[src/rtl/dkong_pkg.sv]
// Shared constants for the Donkey Kong sprite/work RAM arbiter.
// Requester indices select bits in the request, grant and ack vectors.
package dkong_pkg;

  localparam int REQ_DMA = 0;
  localparam int REQ_CPU = 1;
  localparam int REQ_HS  = 2;
  localparam int NUM_REQ = 3;

  localparam int RAM_AW = 10;
  localparam int RAM_DW = 8;

endpackage

[src/rtl/dkong_prio_arb3.sv]
// Combinational three-way fixed-priority picker with a one-hot grant.
// Order: promoted HS, then DMA, then CPU, then HS.
module dkong_prio_arb3
  import dkong_pkg::*;
(
  input  logic [NUM_REQ-1:0] req,
  input  logic               promote,
  output logic [NUM_REQ-1:0] grant
);

  // Pick at most one winner from the eligible requests
  always_comb begin
    grant = '0;
    if (promote && req[REQ_HS]) begin
      grant[REQ_HS] = 1'b1;
    end else if (req[REQ_DMA]) begin
      grant[REQ_DMA] = 1'b1;
    end else if (req[REQ_CPU]) begin
      grant[REQ_CPU] = 1'b1;
    end else if (req[REQ_HS]) begin
      grant[REQ_HS] = 1'b1;
    end
  end

endmodule

[src/rtl/dkong_ram_arb.sv]
// Single-port arbiter for the 1 KB sprite/work RAM shared by the Z80,
// the sprite DMA reader and the high-score load/save port.
// Optional: define DKONG_RAM_ARB_STATS_EN to add O_CPU_STALL_CNT, a
// saturating count of cycles the Z80 spends with WAIT_n low.
module dkong_ram_arb
  import dkong_pkg::*;
#(
  parameter int AW     = RAM_AW,
  parameter int DW     = RAM_DW,
  parameter int HS_MAX = 8
)
(
  input  logic          I_CLK,
  input  logic          I_RESET_n,
  input  logic          I_CPU_REQ,
  input  logic          I_CPU_WE,
  input  logic [AW-1:0] I_CPU_A,
  input  logic [DW-1:0] I_CPU_D,
  output logic          O_CPU_ACK,
  output logic [DW-1:0] O_CPU_Q,
  output logic          O_CPU_WAIT_n,
  input  logic          I_DMA_REQ,
  input  logic [AW-1:0] I_DMA_A,
  output logic          O_DMA_ACK,
  output logic [DW-1:0] O_DMA_Q,
  input  logic          I_HS_REQ,
  input  logic          I_HS_WE,
  input  logic [AW-1:0] I_HS_A,
  input  logic [DW-1:0] I_HS_D,
  output logic          O_HS_ACK,
  output logic [DW-1:0] O_HS_Q,
  output logic [AW-1:0] O_RAM_A,
  output logic [DW-1:0] O_RAM_D,
  output logic          O_RAM_CE,
  output logic          O_RAM_WE,
  input  logic [DW-1:0] I_RAM_Q
`ifdef DKONG_RAM_ARB_STATS_EN
  ,
  output logic [15:0]   O_CPU_STALL_CNT
`endif
);

  // Handshake: a requester raises REQ with A/D/WE stable and holds them
  // until its ACK. A grant in cycle N drives the RAM port in cycle N; ACK
  // pulses for one cycle in N+1 with the RAM read data on Q (Q is 0 at all
  // other times). In the ACK cycle the requester drops REQ or presents a
  // new access; the ack register doubles as the in-flight mask so a held
  // REQ is not granted twice.

  localparam logic [7:0] HS_MAX_C = HS_MAX[7:0];

  logic [NUM_REQ-1:0] req_vec;
  logic [NUM_REQ-1:0] ack_r;
  logic [NUM_REQ-1:0] elig;
  logic [NUM_REQ-1:0] grant_raw;
  logic [NUM_REQ-1:0] grant;
  logic [7:0]         hs_cnt;
  logic               promote;

  assign req_vec[REQ_DMA] = I_DMA_REQ;
  assign req_vec[REQ_CPU] = I_CPU_REQ;
  assign req_vec[REQ_HS]  = I_HS_REQ;

  assign elig    = req_vec & ~ack_r;
  assign promote = (hs_cnt == HS_MAX_C);

  dkong_prio_arb3 u_prio (
    .req     (elig),
    .promote (promote),
    .grant   (grant_raw)
  );

  // Reset also blanks the grant so the RAM port goes idle immediately
  assign grant = grant_raw & {NUM_REQ{I_RESET_n}};

  // Drive the RAM port from the winner of this cycle; idle port is all zero
  always_comb begin
    O_RAM_A  = '0;
    O_RAM_D  = '0;
    O_RAM_CE = 1'b0;
    O_RAM_WE = 1'b0;
    if (grant[REQ_DMA]) begin
      O_RAM_A  = I_DMA_A;
      O_RAM_CE = 1'b1;
    end else if (grant[REQ_CPU]) begin
      O_RAM_A  = I_CPU_A;
      O_RAM_D  = I_CPU_D;
      O_RAM_CE = 1'b1;
      O_RAM_WE = I_CPU_WE;
    end else if (grant[REQ_HS]) begin
      O_RAM_A  = I_HS_A;
      O_RAM_D  = I_HS_D;
      O_RAM_CE = 1'b1;
      O_RAM_WE = I_HS_WE;
    end
  end

  // Register the grant: one-cycle ACK and in-flight mask for next cycle
  always_ff @(posedge I_CLK or negedge I_RESET_n) begin
    if (!I_RESET_n) begin
      ack_r <= '0;
    end else begin
      ack_r <= grant;
    end
  end

  // HS starvation counter: counts lost cycles, clears on grant or idle
  always_ff @(posedge I_CLK or negedge I_RESET_n) begin
    if (!I_RESET_n) begin
      hs_cnt <= '0;
    end else if (!I_HS_REQ || grant[REQ_HS]) begin
      hs_cnt <= '0;
    end else if (elig[REQ_HS] && hs_cnt != HS_MAX_C) begin
      hs_cnt <= hs_cnt + 8'd1;
    end
  end

  assign O_DMA_ACK = ack_r[REQ_DMA];
  assign O_CPU_ACK = ack_r[REQ_CPU];
  assign O_HS_ACK  = ack_r[REQ_HS];

  assign O_DMA_Q = ack_r[REQ_DMA] ? I_RAM_Q : '0;
  assign O_CPU_Q = ack_r[REQ_CPU] ? I_RAM_Q : '0;
  assign O_HS_Q  = ack_r[REQ_HS]  ? I_RAM_Q : '0;

  assign O_CPU_WAIT_n = ~(I_CPU_REQ & ~ack_r[REQ_CPU]);

`ifdef DKONG_RAM_ARB_STATS_EN
  logic [15:0] stall_cnt;

  // Count Z80 wait cycles, sticking at all-ones
  always_ff @(posedge I_CLK or negedge I_RESET_n) begin
    if (!I_RESET_n) begin
      stall_cnt <= '0;
    end else if (!O_CPU_WAIT_n && stall_cnt != 16'hFFFF) begin
      stall_cnt <= stall_cnt + 16'd1;
    end
  end

  assign O_CPU_STALL_CNT = stall_cnt;
`endif

endmodule

[config.mk]
export PLATFORM = sky130hd
export DESIGN_NAME = dkong_ram_arb
export DESIGN_NICKNAME = d
export VERILOG_FILES = /design/src/rtl/dkong_pkg.sv /design/src/rtl/dkong_prio_arb3.sv /design/src/rtl/dkong_ram_arb.sv
export SDC_FILE = /design/constraint.sdc
export NUM_CORES = 1
export LEC_CHECK = 0
export ABC_AREA = 1
export CORE_MARGIN = 1.5
export CORE_UTILIZATION = 30
export CTS_CLUSTER_DIAMETER = 100
export DETAILED_ROUTE_END_ITERATION = 8
export PLACE_DENSITY = 0.87
export SYNTH_ARGS = -nofsm -noshare
export SYNTH_HDL_FRONTEND = slang
export SYNTH_SLANG_ARGS = --single-unit
[constraint.sdc]
create_clock -name I_CLK -period 1.61 [get_ports I_CLK]
set_input_delay 0.161 -clock I_CLK [delete_from_list [all_inputs] [get_ports I_CLK]]
set_output_delay 0.161 -clock I_CLK [all_outputs]
set_load 0.03 [all_outputs]
# == Word-level counts from Yosys, hierarchy flattened ==
# Index checks and enable logic that the tools add are counted.
# word_totals
regBits,11
in_bits,61
output_inout_bits,48
wordCells,40
# classes
add_sub_neg,1
n_eq_ne,2
n_mux,24
bitwise,6
reduce_logical,5
# op_table
op,count
2-to-1 mux 8 bit,8
2-to-1 mux 10 bit,3
2-to-1 mux 1 bit,11
"adder 8 x 1 -> 8 bit, second input constant",1
"equality test 8 x 4 -> 1 bit, second input constant",1
"!= test 8 x 4 -> 1 bit, second input constant",1
bitwise AND 3 bit,2
2-to-1 mux 2 bit,2
inverter 3 bit,1
logical AND 1 bit,2
inverter 1 bit,2
nonzero test 2 bit,1
bitwise AND 1 bit,1
zero test 1 bit,1
logical OR 1 bit,1

# == Longest topological paths before layout ==
# Gate-level depths: netlist (run 1).
# logic_depth
word_depth,10
depth_mapped,11
ltp_nobuf,10

# == By module ==
# From an unflattened synthesis (run 1), not the netlist that was laid out.
# unflattened
cells_unflattened,214
hier_area_um2,1217.4
# modules_own_cells
module,n_inst,cells_each,area_each_um2,seq_area_each_um2
dkong_ram_arb,1,205,1182.4,275.3
dkong_prio_arb3,1,9,35.0,0.0

# == Worst setup path before layout (run 1) ==
# No wires, ideal clock.
# synth_timing
path_type,flip-flop to output port
start,reg ack_r[1]
end,out O_RAM_D[0]
arrival_ns,1.667
required_ns,1.449
setup_slack_ns,-0.218
stages_incl_launch_ff,11
n_path_buf,2
path_cell_list,dfrtp_1 buf_2 inv_1 nand2_2 o211ai_1 nand2_2 nand2_4 inv_6 buf_12 nand2_2 nand2_1
# synth_via
elab_chain_cells,9
# synth_lines
item,line_no,rtl
start: declaration,dkong_ram_arb.sv:53,logic [NUM_REQ-1:0] ack_r;
start signal: assignment,dkong_ram_arb.sv:103,ack_r <= grant;
inverter 3 bit,dkong_ram_arb.sv:64,assign elig = req_vec & ~ack_r;
bitwise AND 3 bit,dkong_ram_arb.sv:64,
2-to-1 mux 1 bit,dkong_prio_arb3.sv:18,end else if (req[REQ_CPU]) begin
2-to-1 mux 2 bit,dkong_prio_arb3.sv:16,end else if (req[REQ_DMA]) begin
2-to-1 mux 1 bit,dkong_prio_arb3.sv:14,if (promote && req[REQ_HS]) begin
bitwise AND 3 bit,dkong_ram_arb.sv:74,assign grant = grant_raw & {NUM_REQ{I_RESET_n}};
via grant[2],dkong_ram_arb.sv:56,logic [NUM_REQ-1:0] grant;
2-to-1 mux 8 bit,dkong_ram_arb.sv:90,end else if (grant[REQ_HS]) begin
2-to-1 mux 8 bit,dkong_ram_arb.sv:85,end else if (grant[REQ_CPU]) begin
2-to-1 mux 8 bit,dkong_ram_arb.sv:82,if (grant[REQ_DMA]) begin
end: declaration,dkong_ram_arb.sv:33,"output logic [DW-1:0] O_RAM_D,"
# The timed path passes the listed nets, and every way through them passes these cells.

# == Final worst setup path (run 1) ==
# layout_timing
start,reg hs_cnt[1]
end,out O_RAM_A[1]
# layout_via
elab_chain_cells,7
# layout_lines
item,line_no,rtl
start: declaration,dkong_ram_arb.sv:57,logic [7:0] hs_cnt;
start signal: assignment,dkong_ram_arb.sv:114,hs_cnt <= hs_cnt + 8'd1;
equality test 8 x 4 -> 1 bit *,dkong_ram_arb.sv:65,assign promote = (hs_cnt == HS_MAX_C);
logical AND 1 bit *,dkong_prio_arb3.sv:14,
2-to-1 mux 1 bit,dkong_prio_arb3.sv:14,
bitwise AND 3 bit *,dkong_ram_arb.sv:74,
2-to-1 mux 10 bit,dkong_ram_arb.sv:90,
2-to-1 mux 10 bit,dkong_ram_arb.sv:85,
2-to-1 mux 10 bit *,dkong_ram_arb.sv:82,
end: declaration,dkong_ram_arb.sv:32,"output logic [AW-1:0] O_RAM_A,"
# Every way passes the cells marked *; elsewhere a longest branch is shown, timed or not.

==> results of run 1 <==
[cells in the mapped netlist (3+ instances only)]
library cell and n:
sky130_fd_sc_hd__dfrtp_1 11, sky130_fd_sc_hd__nor2_4 3, sky130_fd_sc_hd__buf_4 3, sky130_fd_sc_hd__nand2_2 22
sky130_fd_sc_hd__a21oi_1 3, sky130_fd_sc_hd__inv_1 35, sky130_fd_sc_hd__nand3_1 10, sky130_fd_sc_hd__nor3_1 4
sky130_fd_sc_hd__nand3_2 11, sky130_fd_sc_hd__nand2_1 89, sky130_fd_sc_hd__nor2_1 16
[layer usage]
metal	vias up	global-route usage [%]	routed length [microns]
met3	9	4.07	342
met2	85	38.2	2620
met5	-	0	0
met4	0	3.92	76
met1	798	21.0	1720
li1	914	-	-
[final timing paths]
kind / to / slack [ns] / cells after the start
max: O_RAM_A[1] / -0.26 / 11
max in group asynchronous: ack_r[2] / 1.12 / 2
min reg2reg: hs_cnt[4] / 0.60 / 2
min: ack_r[1] / 0.32 / 2
min in group I_CLK: hs_cnt[6] / 0.32 / 3
max reg2reg: hs_cnt[1] / 0.01 / 11
[through the flow]
| step | total power (W) | cell area, sq um | utilization (%) | std cells | hold slack (ns) |
|---|---|---|---|---|---|
| global placement | 0.000893 | 2650 | 61.2 | 394 | 0.547 |
| floorplan | 0.000601 | 1490 | - | 222 | -0.135 |
| global route | 0.00131 | 2940 | 68.0 | 402 | 0.330 |
| finish | 0.00125 | 2940 | 68.0 | 402 | 0.316 |
| CTS | 0.00123 | 2830 | 65.4 | 401 | 0.332 |
| detailed placement | 0.000903 | 2650 | 61.2 | 394 | 0.558 |
[timing repair]
item,in CTS,in global routing
cloned,1,0
setup endpoints to repair,51,28
buffers inserted,2,1
pin swaps,3,6
gates resized for setup,67,27
[sequential cells by signal (all words and copies together) (netlist names)]
signal and flops:
hs_cnt 8, ack_r 3
[kinds of logic after synthesis]
group	after synthesis	share of synthesized area, %
simple gates	158	58.0
fa+ha+maj	2	1.88
buf+inv	46	17.4
compound gates	5	2.07
flops	11	20.7
[power by group through the flow]
stage	Combinational [W]	Sequential [W]	Clock, W
5_1_grt	0.000718	0.000292	0.000301
2_1_floorplan	0.000298	0.000303	0
3_5_place_dp	0.000608	0.000295	0
6_report	0.000676	0.000292	0.000285
4_1_cts	0.000648	0.000291	0.000293
3_3_place_gp	0.000598	0.000295	0
[cell type report]
cell class / instances / area share (%)
timing repair buffer: 131 / 42.8
tap: 52 / 2.21
inverter: 38 / 5.62
timing repair inverter: 1 / 0.383
clock buffer: 4 / 1.53
multi-input combinational: 165 / 38.0
sequential: 11 / 9.45
==> metrics.txt, run 1 <==
# TYPE chip_impl_metric gauge
chip_impl_info{name="outcome",value="complete, but fails checks"} 1
chip_impl_info{name="failed_checks",value="setup timing"} 1
chip_impl_metric{name="max-vdd-ir-drop",unit="V"} 0.000274
chip_impl_info{name="worstHoldPathType",value="in2async"} 1
chip_impl_info{name="critical_path.startpoint",value="hs_cnt[1]"} 1
chip_impl_metric{name="cp_slowest_stage_delay",unit="ns"} 0.41
chip_impl_metric{name="globalRouteOverflowTotal",unit=""} 0
chip_impl_info{name="synth.area.top_cells",value="sky130_fd_sc_hd__nand2_1, sky130_fd_sc_hd__dfrtp_1, sky130_fd_sc_hd__nand2_2"} 1
chip_impl_metric{name="pwr_density_cell",unit="mW/mm^2"} 426
chip_impl_metric{name="finalWirelength",unit="microns"} 4760
chip_impl_info{name="yosys_most_used_dff",value="sky130_fd_sc_hd__dfrtp_1"} 1
chip_impl_metric{name="insertion_delay",unit="ns"} 0.24
chip_impl_metric{name="part_of_the_total_power_dissipated_in_combinational_logic",unit="%"} 53.9
chip_impl_metric{name="fmaxAchievable",unit="MHz"} 534
chip_impl_metric{name="share_of_synthesized_area_occupied_by_flip_flops_and_latches",unit="%"} 20.7
chip_impl_info{name="critical_path.cell_chain",value="inv_2, ha_4, nand3_4, nor2_4, nand2_2, nand2_4, nand2_8, inv_12, nand2_2, nand3_4, buf_6"} 1
chip_impl_info{name="worst_path_max_delay_cell",value="sky130_fd_sc_hd__dfrtp_1"} 1
chip_impl_metric{name="cts_made_buffers",unit=""} 3
chip_impl_metric{name="fp.coreArea",unit="sq mm"} 0.00432
chip_impl_metric{name="detail-route-antenna-nets",unit=""} 0
chip_impl_metric{name="fin_nets",unit=""} 414
chip_impl_metric{name="numPortBuffers",unit=""} 108
chip_impl_metric{name="cts_buffer_depth",unit=""} 2
chip_impl_metric{name="ys.warnings.count",unit=""} 0
chip_impl_metric{name="netlist_instances",unit=""} 222
chip_impl_metric{name="i_o_pin_count",unit=""} 109
chip_impl_metric{name="syn-cell-area",unit="sq mm"} 0.00133
chip_impl_metric{name="grt_pass1_wl",unit="microns"} 7690
chip_impl_info{name="crit-reg2reg-launch",value="hs_cnt[1]"} 1
chip_impl_info{name="cts_tree",value="done"} 1
chip_impl_metric{name="worstMarginPinSlew",unit="ns"} 0.325
chip_impl_metric{name="viasPerCell",unit=""} 4.49
chip_impl_metric{name="synth_largest_type_area_fraction",unit="%"} 25.1
chip_impl_metric{name="worst_clock_skew",unit="ns"} 0.00625
chip_impl_metric{name="yosys.cell_types.count",unit=""} 22
chip_impl_metric{name="gp_weighted_congestion",unit=""} 0.870
chip_impl_metric{name="wl_per_cell",unit="microns"} 11.8
chip_impl_info{name="cp-start-kind",value="register"} 1
chip_impl_metric{name="totalNegativeSetupSlack",unit="ns"} -4.81
chip_impl_metric{name="finalSetupViolCount",unit=""} 20
chip_impl_metric{name="antenna_cells_inserted",unit=""} 0
chip_impl_metric{name="synth.ff_latch_count",unit=""} 11
chip_impl_metric{name="post-route-drc-count",unit=""} 0
chip_impl_metric{name="grt_max_degree",unit=""} 21
chip_impl_metric{name="timing.max_slew.rel_slack",unit="%"} 78.4
chip_impl_metric{name="floorplan.die.height",unit="microns"} 69.6
chip_impl_metric{name="initial_standard_cell_utilization_of_the_core",unit="%"} 30.8
chip_impl_metric{name="num-fill-cells",unit=""} 368
chip_impl_metric{name="synth-edff-count",unit=""} 0
chip_impl_metric{name="dp.final_hpwl",unit="microns"} 3610
chip_impl_metric{name="drt_first_pass_iters",unit=""} 4
chip_impl_metric{name="synthToLayoutAreaGrowth",unit="%"} 121
chip_impl_metric{name="intPower",unit="W"} 0.000789
chip_impl_metric{name="leakagePower",unit="nW"} 1.60
chip_impl_info{name="final_common_cell",value="sky130_fd_sc_hd__nand2_1"} 1
chip_impl_metric{name="worstPathBufferInverterCount",unit=""} 3
chip_impl_metric{name="tritoncts_num_sinks",unit=""} 11
chip_impl_metric{name="crit_fanout",unit=""} 10
chip_impl_metric{name="gr-usage-all-layers",unit="%"} 19.4
chip_impl_metric{name="power_switching_share",unit="%"} 37.1
chip_impl_metric{name="report.final.slew_viol_count",unit=""} 0
chip_impl_metric{name="hold_viol",unit=""} 0
chip_impl_metric{name="post-route-period-util",unit="%"} 116
chip_impl_metric{name="preCtsSetupSlack",unit="ns"} -0.267
chip_impl_metric{name="dieArea",unit="sq mm"} 0.00484
chip_impl_metric{name="period_minus_slack",unit="ns"} 1.87
chip_impl_metric{name="ff_latch_area",unit="sq um"} 278
chip_impl_info{name="critical_path.endpoint_type",value="output pin"} 1
chip_impl_metric{name="power.sequential.fraction",unit="%"} 23.3
chip_impl_metric{name="drv.max_cap_violation_count",unit=""} 0
chip_impl_metric{name="async_flop_share",unit="%"} 100
chip_impl_info{name="ctsRootBufferMaster",value="sky130_fd_sc_hd__clkbuf_8"} 1
chip_impl_metric{name="nets_in_the_synthesized_netlist",unit=""} 285
chip_impl_metric{name="clock_power_share",unit="%"} 22.8
chip_impl_metric{name="via_count_of_the_first_global_routing_pass",unit=""} 1708
chip_impl_metric{name="post_cts_hold_buffer_count",unit=""} 0
chip_impl_metric{name="final.setup.worst_slack",unit="ns"} -0.262
chip_impl_info{name="most_frequent_cells_in_the_layout",value="sky130_fd_sc_hd__nand2_1, sky130_fd_sc_hd__clkdlybuf4s50_1, sky130_fd_sc_hd__nand2_2"} 1
chip_impl_info{name="rsz0062_at_grt",value="true"} 1
chip_impl_metric{name="clkTransAtPathRegs",unit="ns"} 0.05
chip_impl_metric{name="fp.dieW",unit="microns"} 69.6
chip_impl_info{name="path_class",value="reg2out"} 1
chip_impl_metric{name="switchingPower",unit="W"} 0.000464
chip_impl_metric{name="required",unit="ns"} 1.45
chip_impl_metric{name="cts_max_level",unit=""} 1
chip_impl_metric{name="core.rowCount",unit=""} 24
chip_impl_metric{name="antenna_violations_before_repair",unit=""} 0
chip_impl_metric{name="final_layout_size_suffix_gt1_share",unit="%"} 37.1
chip_impl_info{name="critPathTopFamily",value="simple AND/OR/NAND/NOR gates"} 1
chip_impl_info{name="yosys.area.top_type",value="sky130_fd_sc_hd__nand2_1"} 1
chip_impl_metric{name="detailedRoute.firstIterationViolations",unit=""} 58
chip_impl_metric{name="synthesis.area_per_instance",unit="sq um"} 5.99
chip_impl_metric{name="critical_path_arrival",unit="ns"} 1.71
chip_impl_metric{name="multi_input_comb_area",unit="sq mm"} 0.00112
chip_impl_metric{name="vias",unit=""} 1806
(Power assumes the default switching activity.)
==> run 2, diff against run 1 <==
Settings changed: ABC_AREA 1 to default, CORE_UTILIZATION 30 to 27.
==> metrics.txt, run 2 <==
# TYPE chip_impl_metric gauge
chip_impl_info{name="outcome",value="complete, but fails checks"} 1
chip_impl_info{name="failed_checks",value="setup timing"} 1
chip_impl_metric{name="fin_nets",unit=""} 335
chip_impl_metric{name="post-route-drc-count",unit=""} 0
chip_impl_metric{name="worst_hold_slack",unit="ns"} 0.172
chip_impl_metric{name="fmaxAchievable",unit="MHz"} 472
chip_impl_metric{name="r2r_cells",unit=""} 9
chip_impl_info{name="critical_path.endpoint_type",value="output pin"} 1
chip_impl_info{name="netlist_top_cells_count",value="sky130_fd_sc_hd__and2_1, sky130_fd_sc_hd__dfrtp_1, sky130_fd_sc_hd__nor3b_1"} 1
chip_impl_metric{name="synthToLayoutAreaGrowth",unit="%"} 156
chip_impl_metric{name="detail-route-antenna-nets",unit=""} 0
chip_impl_info{name="synth.area.top_cells",value="sky130_fd_sc_hd__dfrtp_1, sky130_fd_sc_hd__and2_1, sky130_fd_sc_hd__nor3b_1"} 1
chip_impl_metric{name="worstPathBufferInverterCount",unit=""} 2
chip_impl_metric{name="nets_in_the_synthesized_netlist",unit=""} 190
chip_impl_metric{name="async_flop_share",unit="%"} 100
chip_impl_info{name="top_register",value="hs_cnt"} 1
chip_impl_metric{name="required",unit="ns"} 1.45
chip_impl_metric{name="report.final.slew_viol_count",unit=""} 0
chip_impl_metric{name="dp.final_hpwl",unit="microns"} 3650
chip_impl_metric{name="cts_max_level",unit=""} 1
chip_impl_info{name="final_common_cell",value="sky130_fd_sc_hd__clkdlybuf4s50_1"} 1
chip_impl_info{name="rsz0062_at_grt",value="true"} 1
chip_impl_info{name="largest_registers",value="hs_cnt x8, ack_r x3"} 1
chip_impl_info{name="setup.worst_path.end",value="O_RAM_CE"} 1
chip_impl_metric{name="largest_reg_flops",unit=""} 8
chip_impl_metric{name="num-fill-cells",unit=""} 285
chip_impl_metric{name="drv.max_cap_violation_count",unit=""} 0
chip_impl_metric{name="synth.ff_latch_count",unit=""} 11
chip_impl_metric{name="worst-path-stages",unit=""} 7
chip_impl_metric{name="finalWirelength",unit="microns"} 5030
chip_impl_metric{name="ys.warnings.count",unit=""} 0
chip_impl_info{name="critical_path.startpoint",value="hs_cnt[0]"} 1
chip_impl_metric{name="syn-cell-area",unit="sq mm"} 0.00110
chip_impl_info{name="crit-reg2reg-launch",value="hs_cnt[0]"} 1
chip_impl_metric{name="insertion_delay",unit="ns"} 0.25
chip_impl_metric{name="critical_path_arrival",unit="ns"} 1.96
chip_impl_metric{name="netlist_instances",unit=""} 127
chip_impl_metric{name="final_layout_size_suffix_gt1_share",unit="%"} 44.3
chip_impl_metric{name="utilization",unit="%"} 71.2
chip_impl_info{name="cts_tree",value="done"} 1
chip_impl_info{name="ctsRootBufferMaster",value="sky130_fd_sc_hd__clkbuf_8"} 1
chip_impl_metric{name="gp_weighted_congestion",unit=""} 0.819
chip_impl_info{name="ff_to_ff_end",value="hs_cnt[0]"} 1
chip_impl_metric{name="viasPerCell",unit=""} 5.03
chip_impl_info{name="yosys_most_used_dff",value="sky130_fd_sc_hd__dfrtp_1"} 1
chip_impl_metric{name="hold_viol",unit=""} 0
chip_impl_metric{name="grt_pass1_wl",unit="microns"} 7100
chip_impl_metric{name="worst_clock_skew",unit="ns"} 0.00486
chip_impl_metric{name="tritoncts_num_sinks",unit=""} 11
chip_impl_metric{name="gr-usage-all-layers",unit="%"} 20.6
chip_impl_metric{name="synth-edff-count",unit=""} 0
chip_impl_info{name="most_frequent_cells_in_the_layout",value="sky130_fd_sc_hd__clkdlybuf4s50_1, sky130_fd_sc_hd__buf_4, sky130_fd_sc_hd__buf_6"} 1
chip_impl_metric{name="synth.area.mux_share",unit="%"} 0.906
chip_impl_metric{name="initial_standard_cell_utilization_of_the_core",unit="%"} 27.8
chip_impl_metric{name="fp.dieW",unit="microns"} 67.0
chip_impl_metric{name="max-vdd-ir-drop",unit="V"} 0.000283
chip_impl_metric{name="period_minus_slack",unit="ns"} 2.12
chip_impl_info{name="critPathTopFamily",value="simple AND/OR/NAND/NOR gates"} 1
chip_impl_metric{name="vias",unit=""} 1615
chip_impl_metric{name="detailedRoute.firstIterationViolations",unit=""} 49
chip_impl_info{name="yosysMostFrequentCell",value="sky130_fd_sc_hd__and2_1"} 1
chip_impl_metric{name="via_count_of_the_first_global_routing_pass",unit=""} 1551
chip_impl_info{name="path_class",value="reg2out"} 1
chip_impl_metric{name="fraction_of_synthesized_cell_area_in_xor_and_xnor_cells",unit="%"} 4.76
chip_impl_metric{name="cp_slowest_stage_delay",unit="ns"} 0.39
chip_impl_info{name="synth_top_family_by_area",value="simple AND/OR/NAND/NOR gates"} 1
chip_impl_metric{name="post-route-period-util",unit="%"} 131
chip_impl_metric{name="i_o_pin_count",unit=""} 109
chip_impl_metric{name="cts_made_buffers",unit=""} 3
chip_impl_metric{name="reg2reg_setup_slack",unit="ns"} -0.05
chip_impl_metric{name="yosys.cell_types.count",unit=""} 28
chip_impl_metric{name="fp.coreArea",unit="sq mm"} 0.00397
chip_impl_metric{name="post_synth_and_or_nand_nor_area_fraction",unit="%"} 36.5
chip_impl_metric{name="final_cell_area",unit="sq mm"} 0.00283
chip_impl_metric{name="numPortBuffers",unit=""} 108
chip_impl_metric{name="adder_cell_fraction_of_synth_area",unit="%"} 2.27
chip_impl_metric{name="grt_max_degree",unit=""} 15
chip_impl_metric{name="synthesis.area_per_instance",unit="sq um"} 8.70
chip_impl_metric{name="finalSetupViolCount",unit=""} 28
chip_impl_metric{name="totalNegativeSetupSlack",unit="ns"} -9.56
chip_impl_metric{name="wl_per_cell",unit="microns"} 15.7
chip_impl_info{name="critical_path.cell_chain",value="inv_1, ha_2, and3b_2, and3_4, nand2b_4, or3b_4, buf_6"} 1
chip_impl_metric{name="clkTransAtPathRegs",unit="ns"} 0.06
chip_impl_metric{name="globalRouteOverflowTotal",unit=""} 0
chip_impl_metric{name="cts_buffer_depth",unit=""} 2
chip_impl_metric{name="leakagePower",unit="nW"} 1.32
chip_impl_info{name="cp-start-kind",value="register"} 1
chip_impl_metric{name="synth_largest_type_area_fraction",unit="%"} 24.9
chip_impl_info{name="worst_path_max_delay_cell",value="sky130_fd_sc_hd__dfrtp_1"} 1
chip_impl_metric{name="core.rowCount",unit=""} 23
chip_impl_info{name="worstHoldPathType",value="in2async"} 1
chip_impl_metric{name="post_cts_hold_buffer_count",unit=""} 0
chip_impl_metric{name="placedInstanceArea",unit="sq mm"} 0.00251
chip_impl_metric{name="worstMarginPinSlew",unit="ns"} 0.329
chip_impl_metric{name="floorplan.die.height",unit="microns"} 67.0
chip_impl_metric{name="dieArea",unit="sq mm"} 0.00448
chip_impl_metric{name="pwr_density_cell",unit="mW/mm^2"} 457
chip_impl_metric{name="antenna_violations_before_repair",unit=""} 0
chip_impl_metric{name="timing.max_slew.rel_slack",unit="%"} 78.0
chip_impl_info{name="yosys.area.top_type",value="sky130_fd_sc_hd__dfrtp_1"} 1
chip_impl_metric{name="antenna_cells_inserted",unit=""} 0
chip_impl_metric{name="final.setup.worst_slack",unit="ns"} -0.507
chip_impl_metric{name="crit_fanout",unit=""} 3
chip_impl_metric{name="share_of_synthesized_area_occupied_by_flip_flops_and_latches",unit="%"} 24.9
chip_impl_metric{name="drt_first_pass_iters",unit=""} 4
chip_impl_metric{name="synth_compound_gate_area_share",unit="%"} 26.3
==> run 2: cell count changes after synthesis, sizes merged, moves of 9 or more <==
cell   change
nand2    -109
inv       -34
and2      +25
nor2      -19
nand3     -15
nor3b     +10
a22o       +9
==> run 2: cells by family after synthesis <==
family | Yosys count
xor gates and xnor gates | 6
DFF | 11
AOI/OAI and AO/OA | 37
buffers and inverters | 10
and+or+nand+nor | 60
adders and majority gates | 2
muxes | 1
==> run 2: power breakdown <==
part	internal, W	total, W	switching [W]	leakage [nW]
Sequential	0.000288	0.000296	0.00000724	0.147
Clock	0.000171	0.000299	0.000128	0.0255
Combinational	0.000376	0.000699	0.000322	1.15
==> run 2: how the worst min path moves through the flow <==
stage               from        to  slack [ns]  cells past startpoint
3_3_place_gp   I_RESET_n  ack_r[0]        0.42                      1
6_report       I_RESET_n  ack_r[0]        0.17                      1
2_1_floorplan  I_RESET_n  ack_r[0]       -0.13                      0
4_1_cts        I_RESET_n  ack_r[0]        0.17                      1
3_5_place_dp   I_RESET_n  ack_r[0]        0.43                      1
5_1_grt        I_RESET_n  ack_r[0]        0.18                      1
==> run 2: routing by layer <==
layer	track usage [%]	vias up	share of wire, %
met1	22.8	766	35
met5	0	-	0
met3	3.89	12	9.0
met4	7.65	0	1.9
li1	-	755	-
met2	38.6	82	54
==> run 2: what timing repair did <==
item,in CTS,in global routing
endpoints found under the setup margin,47,29
buffers inserted,1,0
gates cloned,0,0
resized for setup,70,9
pin swaps,9,4
==> run 2: cell type report <==
class                           count  area (sq um)  share of cell area (%)
Clock inverter                      1          5.00                   0.177
Timing Repair Buffer              146          1380                    48.7
Sequential cell                    11           278                    9.82
Inverter                            4          15.0                   0.531
Multi-Input combinational cell    106          1050                    37.1
Tap cell                           50          62.6                    2.21
Clock buffer                        3          41.3                    1.46
==> run 2: per-stage QoR <==
step,power [W],instances,setup slack [ns]
after CTS,0.00128,321,-0.450
after detailed placement,0.000927,316,-0.349
after floorplan,0.000578,127,-0.153
after global routing,0.00134,321,-0.553
after global placement,0.000915,316,-0.291
final,0.00129,321,-0.507
